<file path="src/rtl/famicom_bus_pkg.sv">
// Shared types and constants for the Famicom CPU bus master.
//   bus_state_e : controller state (init wait, idle M2 cycle, active M2 cycle)
//   IDLE_ADDR   : address presented on the bus during idle M2 cycles
package famicom_bus_pkg;

  typedef enum logic [1:0] {
    ST_INIT,
    ST_IDLE,
    ST_ACTIVE
  } bus_state_e;

  localparam logic [15:0] IDLE_ADDR = 16'h0000;

endpackage

</file>
<file path="src/rtl/famicom_cpu_bus_master_m2_phase_gen.sv">
// Free-running M2 clock generator.
// M2 is low for HALF_CYCLES clks, then high for HALF_CYCLES clks, forever.
//   clk, rst_n  : system clock, async active-low reset (M2 held low)
//   m2          : M2 clock to the cartridge
//   low_start   : first clk of a low phase (true during the first clk after reset)
//   high_start  : first clk of a high phase
//   fall_strobe : last clk of a high phase; M2 drops on the edge that ends it
module m2_phase_gen #(
  parameter int unsigned HALF_CYCLES = 3
) (
  input  logic clk,
  input  logic rst_n,
  output logic m2,
  output logic low_start,
  output logic high_start,
  output logic fall_strobe
);

  localparam int unsigned CntW = (HALF_CYCLES > 1) ? $clog2(HALF_CYCLES) : 1;
  localparam logic [CntW-1:0] CntLast = CntW'(HALF_CYCLES - 1);

  logic [CntW-1:0] cnt_q, cnt_d;
  logic            m2_q, m2_d;

  always_comb begin
    cnt_d = cnt_q + CntW'(1);
    m2_d  = m2_q;
    if (cnt_q == CntLast) begin
      cnt_d = '0;
      m2_d  = ~m2_q;
    end
  end

  always_ff @(posedge clk or negedge rst_n) begin
    if (!rst_n) begin
      cnt_q <= '0;
      m2_q  <= 1'b0;
    end else begin
      cnt_q <= cnt_d;
      m2_q  <= m2_d;
    end
  end

  assign m2          = m2_q;
  assign low_start   = ~m2_q & (cnt_q == '0);
  assign high_start  = m2_q & (cnt_q == '0);
  assign fall_strobe = m2_q & (cnt_q == CntLast);

endmodule

</file>
<file path="src/rtl/famicom_cpu_bus_master.sv">
// Console-side initiator for the Famicom/NES cartridge CPU bus.
// Requests are captured into a one-entry slot and issued as whole M2 cycles.
//   clk, rst_n             : system clock, async active-low reset
//   req/req_rw/req_addr/
//   req_wdata, ready       : request handshake (accepted when req & ready)
//   rsp_valid, rsp_rdata   : one-clk completion pulse at M2 fall, read data
//   m2, romsel, cpu_rw,
//   cpu_addr               : cartridge CPU bus control and address (A0-A14)
//   cpu_data_out/_oe/_in   : cartridge data bus, split for a tristate pad
module famicom_cpu_bus_master
  import famicom_bus_pkg::*;
#(
  parameter int unsigned HALF_CYCLES = 3,
  parameter int unsigned INIT_CYCLES = 16,
  parameter int unsigned DATA_HOLD   = 1
) (
  input  logic        clk,
  input  logic        rst_n,
  input  logic        req,
  input  logic        req_rw,
  input  logic [15:0] req_addr,
  input  logic [7:0]  req_wdata,
  output logic        ready,
  output logic        rsp_valid,
  output logic [7:0]  rsp_rdata,
  output logic        m2,
  output logic        romsel,
  output logic        cpu_rw,
  output logic [14:0] cpu_addr,
  output logic [7:0]  cpu_data_out,
  output logic        cpu_data_oe,
  input  logic [7:0]  cpu_data_in
);

  localparam int unsigned InitW = (INIT_CYCLES > 0) ? $clog2(INIT_CYCLES + 1) : 1;
  localparam int unsigned HoldW = $clog2(HALF_CYCLES + 1);

  logic low_start, high_start, fall_strobe;

  m2_phase_gen #(
    .HALF_CYCLES(HALF_CYCLES)
  ) u_m2_phase_gen (
    .clk        (clk),
    .rst_n      (rst_n),
    .m2         (m2),
    .low_start  (low_start),
    .high_start (high_start),
    .fall_strobe(fall_strobe)
  );

  // Transactions are launched on the edge that ends fall_strobe, which is the
  // edge that begins low_start, so the phase-start strobes are not needed here.
  logic unused_strobes;
  assign unused_strobes = low_start ^ high_start;

  bus_state_e       state_q, state_d;
  logic [InitW-1:0] init_cnt_q, init_cnt_d;

  logic             slot_full_q, slot_full_d;
  logic             slot_rw_q, slot_rw_d;
  logic [15:0]      slot_addr_q, slot_addr_d;
  logic [7:0]       slot_wdata_q, slot_wdata_d;

  logic             act_rw_q, act_rw_d;
  logic [15:0]      act_addr_q, act_addr_d;
  logic [7:0]       act_wdata_q, act_wdata_d;

  // Write-data hold after M2 falls; kept apart from the active registers so a
  // back-to-back transaction can load its address while old data is still held.
  logic [HoldW-1:0] hold_cnt_q, hold_cnt_d;
  logic [14:0]      hold_addr_q, hold_addr_d;
  logic [7:0]       hold_wdata_q, hold_wdata_d;

  logic             rsp_valid_q, rsp_valid_d;
  logic [7:0]       rsp_rdata_q, rsp_rdata_d;

  logic accept;

  assign ready  = (state_q != ST_INIT) & ~slot_full_q;
  assign accept = req & ready;

  always_comb begin
    state_d      = state_q;
    init_cnt_d   = init_cnt_q;
    slot_full_d  = slot_full_q;
    slot_rw_d    = slot_rw_q;
    slot_addr_d  = slot_addr_q;
    slot_wdata_d = slot_wdata_q;
    act_rw_d     = act_rw_q;
    act_addr_d   = act_addr_q;
    act_wdata_d  = act_wdata_q;
    hold_cnt_d   = hold_cnt_q;
    hold_addr_d  = hold_addr_q;
    hold_wdata_d = hold_wdata_q;
    rsp_valid_d  = 1'b0;
    rsp_rdata_d  = rsp_rdata_q;

    // Slot is empty whenever accept is possible, so this never races the issue below.
    if (accept) begin
      slot_full_d  = 1'b1;
      slot_rw_d    = req_rw;
      slot_addr_d  = req_addr;
      slot_wdata_d = req_wdata;
    end

    if (hold_cnt_q != '0) begin
      hold_cnt_d = hold_cnt_q - HoldW'(1);
    end

    unique case (state_q)
      ST_INIT: begin
        if (fall_strobe && (init_cnt_q != '0)) begin
          init_cnt_d = init_cnt_q - InitW'(1);
        end
        if ((init_cnt_q == '0) || (fall_strobe && (init_cnt_q == InitW'(1)))) begin
          state_d = ST_IDLE;
        end
      end
      ST_IDLE, ST_ACTIVE: begin
        if (fall_strobe) begin
          if (state_q == ST_ACTIVE) begin
            rsp_valid_d = 1'b1;
            if (act_rw_q) begin
              rsp_rdata_d = cpu_data_in;
            end else begin
              hold_cnt_d   = HoldW'(DATA_HOLD);
              hold_addr_d  = act_addr_q[14:0];
              hold_wdata_d = act_wdata_q;
            end
          end
          if (slot_full_q) begin
            slot_full_d = 1'b0;
            act_rw_d    = slot_rw_q;
            act_addr_d  = slot_addr_q;
            act_wdata_d = slot_wdata_q;
            state_d     = ST_ACTIVE;
          end else begin
            state_d = ST_IDLE;
          end
        end
      end
      default: state_d = ST_INIT;
    endcase
  end

  always_ff @(posedge clk or negedge rst_n) begin
    if (!rst_n) begin
      state_q      <= ST_INIT;
      init_cnt_q   <= InitW'(INIT_CYCLES);
      slot_full_q  <= 1'b0;
      slot_rw_q    <= 1'b1;
      slot_addr_q  <= IDLE_ADDR;
      slot_wdata_q <= '0;
      act_rw_q     <= 1'b1;
      act_addr_q   <= IDLE_ADDR;
      act_wdata_q  <= '0;
      hold_cnt_q   <= '0;
      hold_addr_q  <= '0;
      hold_wdata_q <= '0;
      rsp_valid_q  <= 1'b0;
      rsp_rdata_q  <= '0;
    end else begin
      state_q      <= state_d;
      init_cnt_q   <= init_cnt_d;
      slot_full_q  <= slot_full_d;
      slot_rw_q    <= slot_rw_d;
      slot_addr_q  <= slot_addr_d;
      slot_wdata_q <= slot_wdata_d;
      act_rw_q     <= act_rw_d;
      act_addr_q   <= act_addr_d;
      act_wdata_q  <= act_wdata_d;
      hold_cnt_q   <= hold_cnt_d;
      hold_addr_q  <= hold_addr_d;
      hold_wdata_q <= hold_wdata_d;
      rsp_valid_q  <= rsp_valid_d;
      rsp_rdata_q  <= rsp_rdata_d;
    end
  end

  assign rsp_valid = rsp_valid_q;
  assign rsp_rdata = rsp_rdata_q;

  // Bus pins: hold data first, then an active cycle overrides address and R/W.
  // During a hold clk that overlaps a new read's low phase the cart is not yet
  // driving (it only drives while M2 is high), so the overlap is harmless.
  always_comb begin
    cpu_addr     = IDLE_ADDR[14:0];
    cpu_rw       = 1'b1;
    romsel       = 1'b1;
    cpu_data_oe  = 1'b0;
    cpu_data_out = '0;
    if (hold_cnt_q != '0) begin
      cpu_addr     = hold_addr_q;
      cpu_rw       = 1'b0;
      cpu_data_oe  = 1'b1;
      cpu_data_out = hold_wdata_q;
    end
    if (state_q == ST_ACTIVE) begin
      cpu_addr = act_addr_q[14:0];
      cpu_rw   = act_rw_q;
      if (m2) begin
        romsel = ~act_addr_q[15];
        if (!act_rw_q) begin
          cpu_data_oe  = 1'b1;
          cpu_data_out = act_wdata_q;
        end
      end
    end
  end

endmodule

</file>
<file path="config.mk">
export PLATFORM = sky130hd
export DESIGN_NAME = famicom_cpu_bus_master
export DESIGN_NICKNAME = d
export VERILOG_FILES = /design/src/rtl/famicom_bus_pkg.sv /design/src/rtl/famicom_cpu_bus_master_m2_phase_gen.sv /design/src/rtl/famicom_cpu_bus_master.sv
export SDC_FILE = /design/constraint.sdc
export NUM_CORES = 1
export LEC_CHECK = 0
export ABC_AREA = 1
export CELL_PAD_IN_SITES_DETAIL_PLACEMENT = 0
export CELL_PAD_IN_SITES_GLOBAL_PLACEMENT = 2
export CORE_ASPECT_RATIO = 1.2
export CORE_MARGIN = 2
export CORE_UTILIZATION = 36
export DETAILED_ROUTE_END_ITERATION = 7
export GPL_TIMING_DRIVEN = 0
export MAX_ROUTING_LAYER = met4
export PLACE_DENSITY = 0.86
export SLEW_MARGIN = 15
export SYNTH_ARGS = -nofsm -noshare
export SYNTH_HDL_FRONTEND = slang
export SYNTH_HIERARCHICAL = 1
export SYNTH_SLANG_ARGS = --single-unit
</file>
<file path="constraint.sdc">
create_clock -name clk -period 4.7 [get_ports clk]
set_input_delay 1.175 -clock clk [delete_from_list [all_inputs] [get_ports clk]]
set_output_delay 1.175 -clock clk [all_outputs]
set_load 0.02 [all_outputs]
</file>
==> flow_metrics.py, run 1 <==
metrics = {
    "final_layout": {
        "diodes": 0,
        "syn_to_final_growth_pct": 29.7,
        "multi_input_area_mm2": 0.00148,
        "fin_util_pct": 48.0,
        "layout.area.seq_mm2": 0.00238,
        "drive_gt1_share_pct": 14.7,
        "nNetsFinal": 520,
        "fillers": 1019,
    },
    "worst_hold_path": {
        "hold_class": "reg -> reg",
        "worstHoldStart": "u_m2_phase_gen/cnt_q[0]$_DFF_PN0_",
    },
    "clock_network": {
        "cts_setup_buffers": 0,
        "clk_latency_ns": 0.34,
        "cts.sinks": 95,
        "cts_buffer_depth": 2,
        "cts_made_buffers": 9,
        "clockRootBuffer": "clkbuf_16",
        "postCtsHoldBufs": 0,
        "cts_resized": 0,
        "cts.htree.levels": 3,
        "clk_pin_slew_ns": 0.06,
        "cts_tree": "done",
    },
    "timing": {
        "tns_ns": 0,
        "tightestPinTransition_ns": 0.482,
        "post-route-min-period_ns": 3.86,
        "slew_viol_final": 0,
        "postLayoutSetupSlackWorst_ns": 0.842,
        "final-hold-violation-count": 0,
        "grt_setup_unrepaired": "no",
        "final-setup-viol-count": 0,
        "fin_worst_skew_ns": 0.00479,
        "timing.final.crit_share_pct": 82.1,
        "timing.fmax_mhz": 259,
        "whs_ns": 0.442,
        "max-slew-margin-rel_pct": 67.8,
    },
    "routing": {
        "ant_nets": 0,
        "dr.pass1.iters": 4,
        "wl_per_cell_um": 13.8,
        "routed_wl_um": 8810,
        "drc": 0,
        "vias": 2914,
        "dr.first_iter.drc_count": 107,
        "viasPerCell": 4.58,
    },
    "worst_setup_path": {
        "cpMaxStageDelayCell": "clkdlybuf4s50_1",
        "worstReg2RegStart": "state_q[0]$_DFFE_PN0P_",
        "crit_chain": "inv_1, ha_1, inv_1, o21ai_0, inv_1, buf_4, nand2_1, o21ai_0, clkdlybuf4s50_1",
        "crit_top_cell": "inv_1",
        "critPathLaunch": "state_q[0]$_DFFE_PN0P_",
        "cp-end-kind": "output pin",
        "path_buf_inv": 5,
        "crit_path_max_incr_delay_ns": 0.66,
        "cp_top_family": "buffers and inverters",
        "path_class": "reg -> out",
        "setup.worst_path.start_class": "flip-flop",
        "cp.required_ns": 3.52,
        "path_max_fanout": 10,
        "worst_ep_arrival_time_ns": 2.68,
    },
    "grt": {
        "grt_overflow": 0,
        "grt.total_usage_pct": 16.1,
        "grt_antenna_before_repair": 0,
        "grt_max_degree": 72,
        "grt_pass1_wl_um": 14700,
        "grt_pass1_vias": 2977,
    },
    "floorplan": {
        "die_height_um": 121,
        "dieArea_mm2": 0.0123,
        "initial_core_util_pct": 37.0,
        "ios": 73,
        "rows": 42,
        "coreArea_mm2": 0.0111,
        "fp.dieW_um": 101,
    },
    "power": {
        "peakVddDrop_uv": 254,
        "p_leak_nw": 2.40,
        "cellPowerDensity_mw_per_mm2": 467,
    },
    "logic_synthesis": {
        "synth_area_mm2": 0.00410,
        "syn_nets": 436,
        "synth_warnings": 6,
        "syn_area_per_cell_um2": 10.4,
        "syn_inst": 393,
    },
    "placement": {
        "io_buffer_count": 72,
        "place_congestion": 0.771,
        "hpwl_um": 6140,
        "dp_slack_ns": 1.17,
    },
    "run": {
        "cap_violations": 0,
    },
    "outcome": {
        "status": "completed",
    },
}
-- per-layer routing --
layer,routed length (um),global-route usage [%],up-vias
li1,-,-,1438
met1,4170,20.8,1408
met2,4150,24.5,56
met3,322,3.46,12
met4,161,7.18,0
met5,0,-,-
-- power by group --
part	leakage (nW)	switching [W]	internal, W
registers	1.20	0.000110	0.00106
clock network	0.132	0.000309	0.000372
logic	1.07	0.000301	0.000329
total	2.40	0.000720	0.00177
-- worst reg2reg max path: cells and delay by family, from the launching register on --
| kind | cells | cell delay (ns) |
|---|---|---|
| flip-flops | 1 | 0.40 |
| buffers and inverters | 2 | 0.32 |
| multiplexers | 1 | 0.32 |
| adder cells (fa/ha/maj) | 1 | 0.28 |
| AND/OR/NAND/NOR | 2 | 0.21 |
-- placed cells by master, fill, tap and decap left out, types with 8 or more instances in the layout --
cell type and instances:
dfrtp_1 92, nand2_1 91, o21ai_0 73, clkdlybuf4s50_1 71
inv_1 38, mux2_4 17, mux2_2 15, nor2_1 11
clkbuf_16 9, nand3b_1 8
-- area by class of cell --
class | count | area share [%]
buffer | 15 | 1.76
clock buffer | 11 | 4.56
clock inverter | 5 | 0.635
inverter | 39 | 2.75
multi-input combinational | 244 | 27.8
sequential | 95 | 44.8
tap | 154 | 3.62
timing repair buffer | 73 | 14.1
-- registers in the layout, summed over array words and instances, names as in the netlist, 5 cells and up --
name          cells
rsp_rdata         8
act_wdata_q       8
hold_addr_q      15
hold_wdata_q      8
init_cnt_q        5
slot_addr_q      16
slot_wdata_q      8
act_addr_q       16
-- worst paths after layout --
kind | to | depth (start not counted) | slack [ns]
min in group asynchronous | slot_addr_q[7]$_DFFE_PN0P_ | 1 | 0.69
min reg2reg | u_m2_phase_gen/cnt_q[0]$_DFF_PN0_ | 1 | 0.44
max | cpu_addr[12] | 9 | 0.84
min | u_m2_phase_gen/cnt_q[0]$_DFF_PN0_ | 1 | 0.44
max in group asynchronous | init_cnt_q[4]$_DFFE_PN1P_ | 2 | 3.37
max reg2reg | slot_wdata_q[5]$_DFFE_PN0P_ | 6 | 3.06
-- through the flow --
stage | power [W] | cell area (um^2) | std cells
after floorplan | 0.00161 | 4100 | 393
after global placement | 0.00180 | 5010 | 619
after detailed placement | 0.00182 | 5040 | 620
after CTS | 0.00252 | 5320 | 636
after global routing | 0.00265 | 5320 | 636
final | 0.00249 | 5320 | 636
(Power assumes the default switching activity.)
==> inputs of run 2 (changes only) <==
--- a/config.mk
+++ b/config.mk
@@ -10,11 +10,11 @@
 export CELL_PAD_IN_SITES_GLOBAL_PLACEMENT = 2
 export CORE_ASPECT_RATIO = 1.2
 export CORE_MARGIN = 2
-export CORE_UTILIZATION = 36
+export CORE_UTILIZATION = 33
 export DETAILED_ROUTE_END_ITERATION = 7
 export GPL_TIMING_DRIVEN = 0
 export MAX_ROUTING_LAYER = met4
-export PLACE_DENSITY = 0.86
+export PLACE_DENSITY = 0.8
 export SLEW_MARGIN = 15
 export SYNTH_ARGS = -nofsm -noshare
 export SYNTH_HDL_FRONTEND = slang
==> constraint.sdc (replaced) <==
create_clock -name clk -period 3.6 [get_ports clk]
set_input_delay 0.9 -clock clk [delete_from_list [all_inputs] [get_ports clk]]
set_output_delay 0.9 -clock clk [all_outputs]
set_load 0.02 [all_outputs]
==> run 2 against run 1 <==
Utilization is 3.5 points lower. Total power grew 36%. Sequential cell count did not move. Critical path depth shrank 3. Sequential power increased by 31%. Setup slack got worse by 0.68 ns. Via count grew 0.10%. Clock skew hardly changed. Global-route usage is 1.2 points lower.
==> flow_metrics.py, run 2 (synthesis results as in run 1) <==
metrics = {
    "clock_network": {
        "clockRootBuffer": "clkbuf_16",
        "cts_resized": 0,
        "postCtsHoldBufs": 0,
        "cts_made_buffers": 9,
        "cts_tree": "done",
        "cts_setup_buffers": 0,
        "clk_pin_slew_ns": 0.06,
        "cts_buffer_depth": 2,
        "cts.sinks": 95,
        "cts.htree.levels": 3,
        "clk_latency_ns": 0.34,
    },
    "routing": {
        "dr.pass1.iters": 4,
        "vias": 2917,
        "drc": 0,
        "dr.first_iter.drc_count": 100,
        "viasPerCell": 4.54,
        "ant_nets": 0,
        "routed_wl_um": 9040,
        "wl_per_cell_um": 14.1,
    },
    "timing": {
        "fin_worst_skew_ns": 0.00517,
        "slew_viol_final": 0,
        "max-slew-margin-rel_pct": 67.5,
        "final-setup-viol-count": 0,
        "post-route-min-period_ns": 3.43,
        "tightestPinTransition_ns": 0.486,
        "postLayoutSetupSlackWorst_ns": 0.167,
        "tns_ns": 0,
        "final-hold-violation-count": 0,
        "timing.fmax_mhz": 291,
        "timing.final.crit_share_pct": 95.4,
    },
    "placement": {
        "place_congestion": 0.753,
        "dp_slack_ns": 0.389,
        "place_area_mm2": 0.00505,
        "hpwl_um": 6370,
        "io_buffer_count": 72,
    },
    "worst_setup_path": {
        "cp-end-kind": "output pin",
        "worst_ep_arrival_time_ns": 2.53,
        "cp.required_ns": 2.70,
        "setup.worst_path.start_class": "flip-flop",
        "cp_num_cells": 6,
        "path_buf_inv": 3,
        "cpMaxStageDelayCell": "clkdlybuf4s50_1",
        "crit_chain": "inv_1, ha_1, nand3_2, buf_2, o21ai_0, clkdlybuf4s50_1",
        "cp_top_family": "buffers and inverters",
        "path_max_fanout": 10,
        "reg2reg_depth": 7,
        "crit_path_max_incr_delay_ns": 0.67,
        "path_class": "reg -> out",
    },
    "final_layout": {
        "final_cell_mix": "dfrtp_1 (92), nand2_1 (91), o21ai_0 (73), clkdlybuf4s50_1 (64), inv_1 (36)",
        "reg_top3": "act_addr_q (16), slot_addr_q (16), hold_addr_q (15)",
        "final_common_cell": "dfrtp_1",
        "syn_to_final_growth_pct": 31.5,
        "diodes": 0,
        "nNetsFinal": 520,
        "final_area_mm2": 0.00539,
        "drive_gt1_share_pct": 15.1,
    },
    "power": {
        "p_int_w": 0.00244,
        "p_sw_share_pct": 27.7,
        "peakVddDrop_uv": 215,
        "cellPowerDensity_mw_per_mm2": 627,
        "finalPower_w": 0.00338,
        "p_leak_nw": 2.53,
        "clockPowerShare_pct": 30.1,
        "switchingPower_w": 0.000934,
        "sequentialPowerShare_pct": 45.3,
        "combPwrFrac_pct": 24.6,
    },
    "floorplan": {
        "coreArea_mm2": 0.0121,
        "fp.dieW_um": 106,
        "initial_core_util_pct": 33.9,
        "dieArea_mm2": 0.0133,
        "die_height_um": 126,
        "ios": 73,
        "rows": 44,
    },
    "grt": {
        "grt_overflow": 0,
        "grt.total_usage_pct": 14.9,
        "grt_max_degree": 57,
        "grt_pass1_wl_um": 15300,
        "grt_antenna_before_repair": 0,
        "grt_pass1_vias": 2883,
    },
    "worst_hold_path": {
        "hold_class": "reg -> reg",
        "whs_path_depth": 1,
    },
    "outcome": {
        "status": "completed",
    },
    "run": {
        "cap_violations": 0,
    },
}
run 2: cell count changes in the layout (fill, tap and decap cells not counted):
| cell | delta |
|---|---|
| clkdlybuf4s50_1 | -7 |
| inv_2 | +2 |
| bufinv_16 | +2 |
| dlymetal6s2s_1 | +7 |
| clkinvlp_4 | -2 |
| nand3_2 | +1 |
| clkinv_4 | -1 |
| inv_1 | -2 |
| clkbuf_1 | +1 |
| nand3_1 | -1 |
run 2: worst register-to-register path, stage by stage (launching register included):
cell	delay [ns]
dfrtp_1	0.44
inv_1	0.08
nor2_1	0.10
buf_2	0.19
nand2_1	0.15
nor2_4	0.19
clkbuf_2	0.29
o21ai_0	0.12
run 2: final cells by class:
class	instances	area, um^2
Tap cell	161	201
Sequential cell	95	2380
Buffer	15	93.8
Timing Repair Buffer	73	767
Clock inverter	4	70.1
Multi-Input combinational cell	244	1490
Fill cell	1172	6720
Clock buffer	12	246
Inverter	39	146
run 2: power groups by stage:
stage / combinational (W) / sequential, W / clock (W)
floorplan: 0.000577 / 0.00152 / 0
global placement: 0.000820 / 0.00155 / 0
detailed placement: 0.000841 / 0.00155 / 0
CTS: 0.000851 / 0.00153 / 0.00104
global route: 0.000937 / 0.00157 / 0.00109
finish: 0.000832 / 0.00153 / 0.00102
run 2: routing by layer:
metal	track usage, %	up-vias	wire (um)
met1	20.3	1418	4330
met2	22.6	50	4360
met3	3.31	6	291
met4	4.41	0	68
li1	-	1443	-
met5	-	-	0
run 2: metrics by stage:
stage | util, % | hold slack, ns | instances
2_1_floorplan | - | 0.424 | 393
3_3_place_gp | 41.5 | 0.434 | 626
3_5_place_dp | 41.7 | 0.439 | 627
4_1_cts | 44.3 | 0.448 | 643
5_1_grt | 44.5 | 0.478 | 643
6_report | 44.5 | 0.448 | 643
run 2: path summary, 6_finish.rpt:
check / end / start / slack (ns)
hold reg to reg: u_m2_phase_gen/cnt_q[0]$_DFF_PN0_ / u_m2_phase_gen/cnt_q[0]$_DFF_PN0_ / 0.45
hold / removal: u_m2_phase_gen/cnt_q[0]$_DFF_PN0_ / u_m2_phase_gen/cnt_q[0]$_DFF_PN0_ / 0.45
setup / recovery: cpu_data_out[5] / state_q[0]$_DFFE_PN0P_ / 0.17
setup reg to reg: act_addr_q[12]$_DFFE_PN0P_ / u_m2_phase_gen/m2$_DFFE_PN0N_ / 1.91
max in group asynchronous: slot_rw_q$_DFFE_PN1P_ / rst_n / 2.49
min in group asynchronous: slot_addr_q[11]$_DFFE_PN0P_ / rst_n / 0.46
